[src/rtl/alu_operand_stage_if.sv]
// Bundle of the upstream/downstream handshake, operand and forwarding signals
// around the ALU operand stage.
interface alu_operand_stage_if;
  logic        in_valid_i;
  logic        in_ready_o;
  logic [31:0] rs_data_i;
  logic [31:0] rt_data_i;
  logic [31:0] imm_i;
  logic [4:0]  rs_addr_i;
  logic [4:0]  rt_addr_i;
  logic        alu_src_i;
  logic [3:0]  ctrl_i;
  logic        exmem_wen_i;
  logic        memwb_wen_i;
  logic [4:0]  exmem_addr_i;
  logic [4:0]  memwb_addr_i;
  logic [31:0] exmem_data_i;
  logic [31:0] memwb_data_i;
  logic        flush_i;
  logic        out_valid_o;
  logic        out_ready_i;
  logic [31:0] src1_o;
  logic [31:0] src2_o;
  logic [3:0]  ctrl_o;
  logic        illegal_o;

  modport slave (
    input  in_valid_i, rs_data_i, rt_data_i, imm_i, rs_addr_i, rt_addr_i,
           alu_src_i, ctrl_i, exmem_wen_i, memwb_wen_i, exmem_addr_i,
           memwb_addr_i, exmem_data_i, memwb_data_i, flush_i, out_ready_i,
    output in_ready_o, out_valid_o, src1_o, src2_o, ctrl_o, illegal_o
  );

  modport master (
    output in_valid_i, rs_data_i, rt_data_i, imm_i, rs_addr_i, rt_addr_i,
           alu_src_i, ctrl_i, exmem_wen_i, memwb_wen_i, exmem_addr_i,
           memwb_addr_i, exmem_data_i, memwb_data_i, flush_i, out_ready_i,
    input  in_ready_o, out_valid_o, src1_o, src2_o, ctrl_o, illegal_o
  );
endinterface

[src/rtl/alu_operand_stage.sv]
// ALU operand stage: resolves forwarding at accept time and holds results in a
// two-entry skid buffer (OUT + SKID) so in_ready never depends on out_ready.
module alu_operand_stage #(
  parameter bit FWD_EN = 1'b1
) (
  input logic               clk_i,
  input logic               rst_i,
  alu_operand_stage_if.slave bus
);

  typedef struct packed {
    logic [31:0] src1;
    logic [31:0] src2;
    logic [3:0]  ctrl;
    logic        illegal;
  } entry_t;

  entry_t out_q, skid_q, in_entry;
  logic   out_valid_q, skid_valid_q;
  logic   accept, out_fire;

  // EX/MEM wins over MEM/WB; r0 is never forwarded.
  function automatic logic [31:0] fwd_sel(input logic [4:0] addr, input logic [31:0] reg_data);
    logic [31:0] r;
    r = reg_data;
    if (FWD_EN && addr != 5'd0) begin
      if (bus.exmem_wen_i && bus.exmem_addr_i == addr)
        r = bus.exmem_data_i;
      else if (bus.memwb_wen_i && bus.memwb_addr_i == addr)
        r = bus.memwb_data_i;
    end
    return r;
  endfunction

  always_comb begin
    in_entry.src1    = fwd_sel(bus.rs_addr_i, bus.rs_data_i);
    in_entry.src2    = bus.alu_src_i ? bus.imm_i : fwd_sel(bus.rt_addr_i, bus.rt_data_i);
    in_entry.ctrl    = bus.ctrl_i;
    in_entry.illegal = !(bus.ctrl_i inside {4'd0, 4'd1, 4'd2, 4'd6, 4'd7, 4'd12});
  end

  assign bus.in_ready_o = !rst_i && !skid_valid_q;
  assign accept         = bus.in_valid_i && bus.in_ready_o;
  assign out_fire       = out_valid_q && bus.out_ready_i;

  always_ff @(posedge clk_i) begin
    if (rst_i) begin
      out_valid_q  <= 1'b0;
      skid_valid_q <= 1'b0;
      out_q        <= '0;
      skid_q       <= '0;
    end else if (bus.flush_i) begin
      out_valid_q  <= 1'b0;
      skid_valid_q <= 1'b0;
    end else if (!out_valid_q || out_fire) begin
      if (skid_valid_q) begin
        out_q        <= skid_q;
        out_valid_q  <= 1'b1;
        skid_valid_q <= 1'b0;
      end else if (accept) begin
        out_q       <= in_entry;
        out_valid_q <= 1'b1;
      end else begin
        out_valid_q <= 1'b0;
      end
    end else if (accept) begin
      skid_q       <= in_entry;
      skid_valid_q <= 1'b1;
    end
  end

  assign bus.out_valid_o = out_valid_q && !rst_i;
  assign bus.src1_o      = out_q.src1;
  assign bus.src2_o      = out_q.src2;
  assign bus.ctrl_o      = out_q.ctrl;
  assign bus.illegal_o   = out_q.illegal;

endmodule

[src/flat_wrapper.sv]
// flat-port wrapper written by rule: the top's interface ports become plain ports
module alu_operand_stage_flat 
#(
  parameter bit FWD_EN = 1'b1
)
  (clk_i, rst_i, bus_in_valid_i, bus_rs_data_i, bus_rt_data_i, bus_imm_i, bus_rs_addr_i, bus_rt_addr_i, bus_alu_src_i, bus_ctrl_i, bus_exmem_wen_i, bus_memwb_wen_i, bus_exmem_addr_i, bus_memwb_addr_i, bus_exmem_data_i, bus_memwb_data_i, bus_flush_i, bus_out_ready_i, bus_in_ready_o, bus_out_valid_o, bus_src1_o, bus_src2_o, bus_ctrl_o, bus_illegal_o);
  alu_operand_stage_if bus_i ();
  input logic clk_i;
  input logic rst_i;
  input wire logic [$bits(bus_i.in_valid_i)-1:0] bus_in_valid_i;
  input wire logic [$bits(bus_i.rs_data_i)-1:0] bus_rs_data_i;
  input wire logic [$bits(bus_i.rt_data_i)-1:0] bus_rt_data_i;
  input wire logic [$bits(bus_i.imm_i)-1:0] bus_imm_i;
  input wire logic [$bits(bus_i.rs_addr_i)-1:0] bus_rs_addr_i;
  input wire logic [$bits(bus_i.rt_addr_i)-1:0] bus_rt_addr_i;
  input wire logic [$bits(bus_i.alu_src_i)-1:0] bus_alu_src_i;
  input wire logic [$bits(bus_i.ctrl_i)-1:0] bus_ctrl_i;
  input wire logic [$bits(bus_i.exmem_wen_i)-1:0] bus_exmem_wen_i;
  input wire logic [$bits(bus_i.memwb_wen_i)-1:0] bus_memwb_wen_i;
  input wire logic [$bits(bus_i.exmem_addr_i)-1:0] bus_exmem_addr_i;
  input wire logic [$bits(bus_i.memwb_addr_i)-1:0] bus_memwb_addr_i;
  input wire logic [$bits(bus_i.exmem_data_i)-1:0] bus_exmem_data_i;
  input wire logic [$bits(bus_i.memwb_data_i)-1:0] bus_memwb_data_i;
  input wire logic [$bits(bus_i.flush_i)-1:0] bus_flush_i;
  input wire logic [$bits(bus_i.out_ready_i)-1:0] bus_out_ready_i;
  output wire logic [$bits(bus_i.in_ready_o)-1:0] bus_in_ready_o;
  output wire logic [$bits(bus_i.out_valid_o)-1:0] bus_out_valid_o;
  output wire logic [$bits(bus_i.src1_o)-1:0] bus_src1_o;
  output wire logic [$bits(bus_i.src2_o)-1:0] bus_src2_o;
  output wire logic [$bits(bus_i.ctrl_o)-1:0] bus_ctrl_o;
  output wire logic [$bits(bus_i.illegal_o)-1:0] bus_illegal_o;
  assign bus_i.in_valid_i = bus_in_valid_i;
  assign bus_i.rs_data_i = bus_rs_data_i;
  assign bus_i.rt_data_i = bus_rt_data_i;
  assign bus_i.imm_i = bus_imm_i;
  assign bus_i.rs_addr_i = bus_rs_addr_i;
  assign bus_i.rt_addr_i = bus_rt_addr_i;
  assign bus_i.alu_src_i = bus_alu_src_i;
  assign bus_i.ctrl_i = bus_ctrl_i;
  assign bus_i.exmem_wen_i = bus_exmem_wen_i;
  assign bus_i.memwb_wen_i = bus_memwb_wen_i;
  assign bus_i.exmem_addr_i = bus_exmem_addr_i;
  assign bus_i.memwb_addr_i = bus_memwb_addr_i;
  assign bus_i.exmem_data_i = bus_exmem_data_i;
  assign bus_i.memwb_data_i = bus_memwb_data_i;
  assign bus_i.flush_i = bus_flush_i;
  assign bus_i.out_ready_i = bus_out_ready_i;
  assign bus_in_ready_o = bus_i.in_ready_o;
  assign bus_out_valid_o = bus_i.out_valid_o;
  assign bus_src1_o = bus_i.src1_o;
  assign bus_src2_o = bus_i.src2_o;
  assign bus_ctrl_o = bus_i.ctrl_o;
  assign bus_illegal_o = bus_i.illegal_o;
  alu_operand_stage #(.FWD_EN(FWD_EN)) u_core (.clk_i(clk_i), .rst_i(rst_i), .bus(bus_i));
endmodule
[config.mk]
export PLATFORM = sky130hd
export DESIGN_NAME = alu_operand_stage_flat
export DESIGN_NICKNAME = d
export VERILOG_FILES = /design/src/rtl/alu_operand_stage_if.sv /design/src/rtl/alu_operand_stage.sv /design/src/flat_wrapper.sv
export SDC_FILE = /design/constraint.sdc
export NUM_CORES = 1
export LEC_CHECK = 0
export BUFFER_PORTS_ARGS = -buffer_cell sky130_fd_sc_hd__buf_2
export CORE_ASPECT_RATIO = 0.75
export CORE_MARGIN = 1
export CORE_UTILIZATION = 40
export DETAILED_ROUTE_END_ITERATION = 16
export SYNTH_ARGS = -nofsm -noshare
export SYNTH_HDL_FRONTEND = slang
export SYNTH_SLANG_ARGS = --single-unit
export TNS_END_PERCENT = 100
[constraint.sdc]
create_clock -name clk_i -period 2.3 [get_ports clk_i]
set_input_delay 0.115 -clock clk_i [delete_from_list [all_inputs] [get_ports clk_i]]
set_output_delay 0.115 -clock clk_i [all_outputs]
set_load 0.05 [all_outputs]
# Word level (Yosys, flattened, before mapping)
# Index checks and enable logic that the tools add are counted.
dict set report totals {
  input_bits 192
  out_inout_bits 71
  ff_bits 140
  word_cells 54
}
dict set report classes {
  mux 11
  n_reduce_logical 22
  bitwise 2
  n_eq_ne 9
}
# op n
set op_table {}
lappend op_table {{$mux W32} 7}
lappend op_table {{$mux W69} 2}
lappend op_table {{$eq A5 B5 Y1} 4}
lappend op_table {{$reduce_bool A5 Y1} 2}
lappend op_table {{$eq A4 B3 Y1 const B} 2}
lappend op_table {{$logic_and A1 B1 Y1} 8}
lappend op_table {{$reduce_and A3 Y1} 2}
lappend op_table {{$reduce_bool A6 Y1} 1}
lappend op_table {{$eq A4 B1 Y1 const B} 1}
lappend op_table {{$eq A4 B2 Y1 const B} 1}
lappend op_table {{$eq A4 B4 Y1 const B} 1}
lappend op_table {{$logic_not A1 Y1} 4}
lappend op_table {{$logic_not A4 Y1} 1}
lappend op_table {{$reduce_or A3 Y1} 1}
lappend op_table {{$mux W1} 2}
lappend op_table {{$not A1 Y1} 2}
lappend op_table {{$reduce_bool A2 Y1} 1}
lappend op_table {{$reduce_or A2 Y1} 1}
lappend op_table {{$logic_or A1 B1 Y1} 1}

# Logic depth before layout (Yosys ltp)
dict set report logic_depth {
  depth_word 8
  ltp_mapped 8
  depth_no_buf 5
}

# Least setup slack after synthesis
# Ideal clock, no wire load.
dict set report synth_timing {
  path_kind {register to register}
  from {register u_core.skid_valid_q}
  to {register u_core.skid_q[0] in the netlist's numbering}
  required_ps 2172
  period_less_slack_ps 2376
  arrival_time_ps 2248
  path_buffers 3
  path_stages_with_launch 8
  path_slack_ps -76
  setup_time_ps 128
  path_cell_list {dfxtp_1 > nor2_1 > and4b_1 > clkbuf_1 > clkbuf_1 > buf_2 > mux2i_1 > nor2_1}
}
dict set report synth_via {
  elab_chain_cells 4
}
# element line_no
set synth_lines {}
lappend synth_lines {{start: declaration} alu_operand_stage.sv:19} ;# logic out_valid_q, skid_valid_q;
lappend synth_lines {{start signal: assignment} alu_operand_stage.sv:49} ;# skid_valid_q <= 1'b0;
lappend synth_lines {{start signal: assignment} alu_operand_stage.sv:54} ;# skid_valid_q <= 1'b0;
lappend synth_lines {{start signal: assignment} alu_operand_stage.sv:59} ;# skid_valid_q <= 1'b0;
lappend synth_lines {{$logic_not A1 Y1} alu_operand_stage.sv:42} ;# assign bus.in_ready_o = !rst_i && !skid_valid_q;
lappend synth_lines {{$logic_and A1 B1 Y1} alu_operand_stage.sv:42}
lappend synth_lines {{via bus_in_ready_o} flat_wrapper.sv:26} ;# output wire logic [$bits(bus_i.in_ready_o)-1:0] bus_in_ready_o;
lappend synth_lines {{$logic_and A1 B1 Y1} alu_operand_stage.sv:43} ;# assign accept = bus.in_valid_i && bus.in_ready_o;
lappend synth_lines {{$reduce_and A3 Y1 (no source line)} -}
lappend synth_lines {{end signal: assignment} alu_operand_stage.sv:67} ;# skid_q <= in_entry;
lappend synth_lines {{end: declaration} alu_operand_stage.sv:18} ;# entry_t out_q, skid_q, in_entry;
# The timed path passes the listed nets, and every way through them passes these cells.
# A chain may end at the register's enable or synchronous reset.

# Worst setup path after layout
dict set report layout_timing {
  from {register u_core.out_valid_q}
  to {register u_core.out_q, in the netlist u_core.bus.src2_o[18]}
}
dict set report layout_via {
  elab_chain_cells 3
  elab_cells_between_ends 4
  classes_between {reduce/logical: 4}
}
# element line_no
set layout_lines {}
lappend layout_lines {{start: declaration} alu_operand_stage.sv:19}
lappend layout_lines {{start signal: assignment} alu_operand_stage.sv:48} ;# out_valid_q <= 1'b0;
lappend layout_lines {{start signal: assignment} alu_operand_stage.sv:53} ;# out_valid_q <= 1'b0;
lappend layout_lines {{start signal: assignment} alu_operand_stage.sv:58} ;# out_valid_q <= 1'b1;
lappend layout_lines {{$logic_not A1 Y1 / $logic_and A1 B1 Y1 (equally long branches)} {alu_operand_stage.sv:55, alu_operand_stage.sv:44}}
lappend layout_lines {{$logic_or A1 B1 Y1 *} alu_operand_stage.sv:55} ;# end else if (!out_valid_q || out_fire) begin
lappend layout_lines {{$reduce_and A3 Y1 (no source line) *} -}
lappend layout_lines {{end signal: assignment} alu_operand_stage.sv:57} ;# out_q <= skid_q;
lappend layout_lines {{end signal: assignment} alu_operand_stage.sv:61} ;# out_q <= in_entry;
lappend layout_lines {{end: declaration} alu_operand_stage.sv:18}
# Mark *: on every way between the ends. The rest lies on a longest branch, timed or not.

==> impl_metrics.csv <==
group,metric,value,unit
flow_run,cap_violations,0,
floorplanning,die_w,174.1,um
global_routing,grt_pass1_vias,9399,
clocking,hold_buffers,39,
power,p_per_area,587.1,mW/mm^2
setup_path,cp_num_buf_inv,2,
detailed_routing,via_count,10010,
global_routing,gr-total-overflow,0,
synthesis,ys_ff_latch,140,
place,dp_slack,222.4,ps
floorplanning,placeableCoreArea,0.02147,mm^2
clocking,clock_sinks,140,
layout,synthToLayoutAreaGrowth,30.88,%
floorplanning,die_h,131.1,um
setup_path,regToRegStartpoint,"u_core.out_valid_q",
synthesis,ys.flop_type,"dfxtp_1",
setup_path,critical_path_class,"reg2reg",
timing,tightestPinTransition,662.4,ps
timing,relSlewSlack,55.84,%
clocking,clk_latency,430,ps
place,portBuffers,262,
synthesis,synth_area_per_cell,8.163,um^2
synthesis,async_reset_ff_share,0,%
setup_path,crit_path_top_delay_cell,"a211oi_4",
timing,fmax,547.0,MHz
setup_path,rr_worst_depth,6,
setup_path,cpMostUsedCell,"buf_4",
layout,multi_input_area,0.005443,mm^2
layout,drive_above_1_share,31.77,%
floorplanning,die-area,0.02283,mm^2
timing,finClkSkew,11.45,ps
power,vdd_drop_max,0.4944,mV
global_routing,grt_antenna_before_repair,4,
detailed_routing,drt_iter0_markers,1042,
timing,rsz0062_at_grt,"no",
global_routing,grt_pass1_wl,54930,um
timing,period_share,79.48,%
place,gp_congestion,0.9265,
setup_path,max_stage_delay,350,ps
setup_path,cp_cell_sequence,"nor2b_1 > a211oi_4 > buf_4 > nand3_2 > buf_4 > o221ai_1",
global_routing,grt_use_total,30.72,%
setup_path,worstPathArrival,2160,ps
setup_path,r2r_end,"u_core.bus.src2_o[18]",
setup_path,startpoint_type,"flop",
global_routing,grt_start_max_net_pins,142,
timing,final-hold-violation-count,0,
place,hpwl,23110,um
timing,layout_setup_ws,471.9,ps
synthesis,yosysWarnings,0,
floorplanning,ios,263,
min_path,min_to,"u_core.bus.src2_o[8]",
synthesis,ys_seq_area_share,31.53,%
clocking,cts_resized,0,
clocking,htreeDepth,4,
timing,period_minus_slack,1828,ps
timing,fin_setup_tns,0,ps
synthesis,synth_edf_count,0,
layout,seqCellArea,0.002804,mm^2
layout,layout.nets,1526,
min_path,whs_path_depth,3,
setup_path,worstPathRequired,2640,ps
layout,fillers,2042,
detailed_routing,dr.pass1.iters,5,
clocking,cts_buffer_depth,2,
status,outcome,"finished clean",
detailed_routing,via_per_inst,6.115,
detailed_routing,avgRoutedWirePerCell,21.74,um
detailed_routing,drc,0,
power,p_leak,4.530,nW
clocking,clk_pin_slew_worst_paths,70,ps
synthesis,syn_nets,1281,
clocking,cts_tree,"yes",
setup_path,cpLargestDelayFamily,"compound AO/OA/AOI/OAI gates",
detailed_routing,wl,35580,um
synthesis,synthCells,1089,
synthesis,syn-cell-area,0.008890,mm^2
timing,setup_violations,0,
synthesis,yosysUniqueCellTypes,44,
setup_path,endpoint_kind,"flop",
setup_path,cp_max_fo,19,
detailed_routing,drtAntennaViolNets,0,
clocking,cts_buffers,17,
clocking,postCtsSetupBuffers,0,
floorplanning,rows,46,
timing,drv_slew,0,
setup_path,worst-r2r-setup-slack,470,ps
floorplanning,initial_utilization,41.41,%
clocking,cts_root_buf,"clkbuf_16",
min_path,hold_path.class,"in2reg",
min_path,min_from,"bus_rt_data_i[8]",
## how the worst max path moves through the flow
stage | start | to | slack (ps) | depth (start not counted)
after global placement | bus_rt_addr_i[0] | u_core.bus.src2_o[25] | 230 | 7
after global routing | u_core.out_valid_q | u_core.skid_q[45] | 390 | 5
final | u_core.out_valid_q | u_core.bus.src2_o[18] | 470 | 6
after floorplan | u_core.skid_valid_q | u_core.skid_q[0] | 180 | 7
after detailed placement | bus_rt_addr_i[0] | u_core.bus.src2_o[25] | 220 | 7
after CTS | u_core.out_valid_q | u_core.bus.src2_o[1] | 470 | 6
## logic make-up after synthesis
family / Yosys count / synth area share [%]
AO/OA/AOI/OAI: 395 / 36.93
multiplexers: 11 / 1.239
flip-flops: 140 / 31.53
AND/OR/NAND/NOR: 360 / 20.52
XOR/XNOR: 20 / 1.970
buffers and inverters: 163 / 7.811
## worst reg2reg max path, delay by kind of cell (launching register included)
kind	cells	cell delay, ps
flip-flops	1	310
AND/OR/NAND/NOR	2	300
buffers and inverters	2	540
AO/OA/AOI/OAI	2	580
## cell usage in the layout, fill, tap and decap left out, types with 2 or more instances in the layout
cell and n:
a31o_1 32, inv_6 5, nand2_1 35, nand4_1 2, and2_1 3, nor2_1 107
buf_4 38, buf_12 18, a311oi_1 64, clkinvlp_4 3, a31oi_1 32, mux2i_1 11
inv_8 3, xnor2_1 12, clkinv_4 3, o41ai_1 2, a21o_1 32, xor2_1 8
nand2b_1 66, nor2b_1 4, a32oi_1 32, a211oi_1 38, nor4_4 2, inv_1 32
diode_2 2, clkbuf_16 17, a31o_2 32, o221ai_1 32, o21ai_0 64, buf_2 261
nand3_1 96, o41ai_2 30, dlygate4sd3_1 39, a211oi_4 2, dfxtp_1 139, or3_1 32
## cell type report
class	instances	area share [%]
inverter	33	1.065
clock inverter	15	1.129
multi-input combinational	786	46.78
antenna	2	0.04302
sequential	140	24.10
timing repair buffer	356	20.13
tap	288	3.097
clock buffer	17	3.656
## sequential cells by signal, summed over array words and instances (netlist names)
| name | flops |
|---|---|
| u_core.skid_q | 69 |
| u_core.bus.src1_o | 32 |
| u_core.bus.src2_o | 32 |
| u_core.bus.illegal_o | 1 |
| u_core.skid_valid_q | 1 |
| u_core.out_valid_q | 1 |
| u_core.bus.ctrl_o | 4 |
## routing by layer
layer / vias to the layer above / GRT usage, % / routed length, um / part of all wire, %
met5: - / 0 / 16 / 0.045
met4: 4 / 9.893 / 946 / 2.7
met3: 63 / 6.192 / 3131 / 8.8
met2: 550 / 47.38 / 16180 / 45
met1: 4734 / 42.68 / 15310 / 43
li1: 4660 / - / - / -
## cell usage after synthesis, types with 11 or more instances
cell	n	area (um^2)
a211oi_1	39	292.8
o221ai_1	32	280.3
or3_1	33	206.5
clkbuf_1	87	326.6
o21ai_0	64	320.3
nand3_1	97	485.5
nor2_1	108	405.4
buf_2	27	135.1
a32oi_1	32	280.3
a31o_1	32	280.3
a31oi_1	32	200.2
a31o_2	32	280.3
a21o_1	32	240.2
dfxtp_1	140	2803
o41ai_2	30	488.0
inv_1	32	120.1
nand2_1	36	135.1
nand2b_1	66	412.9
xnor2_1	12	105.1
a311oi_1	64	560.5
mux2i_1	11	110.1
## stage by stage
stage	hold WS (ps)	power (mW)	cell area [um^2]	cells	utilization, %
global placement	375.4	4.170	10680	1564	49.76
finish	64.49	6.831	11630	1637	54.20
floorplan	187.8	3.582	8892	1089	-
detailed placement	377.8	4.174	10680	1564	49.76
global route	64.08	7.102	11630	1635	54.17
CTS	49.66	6.844	11630	1635	54.17
## where the power goes
part / switching (mW) / total [mW] / leakage, nW / internal, mW
logic: 1.03 / 1.61 / 3.12 / 0.579
clock network: 1.22 / 2.64 / 0.267 / 1.42
registers: 0.0592 / 2.58 / 1.14 / 2.52
total: 2.31 / 6.83 / 4.53 / 4.52
No activity file was read; power rests on OpenSTA's default activity.
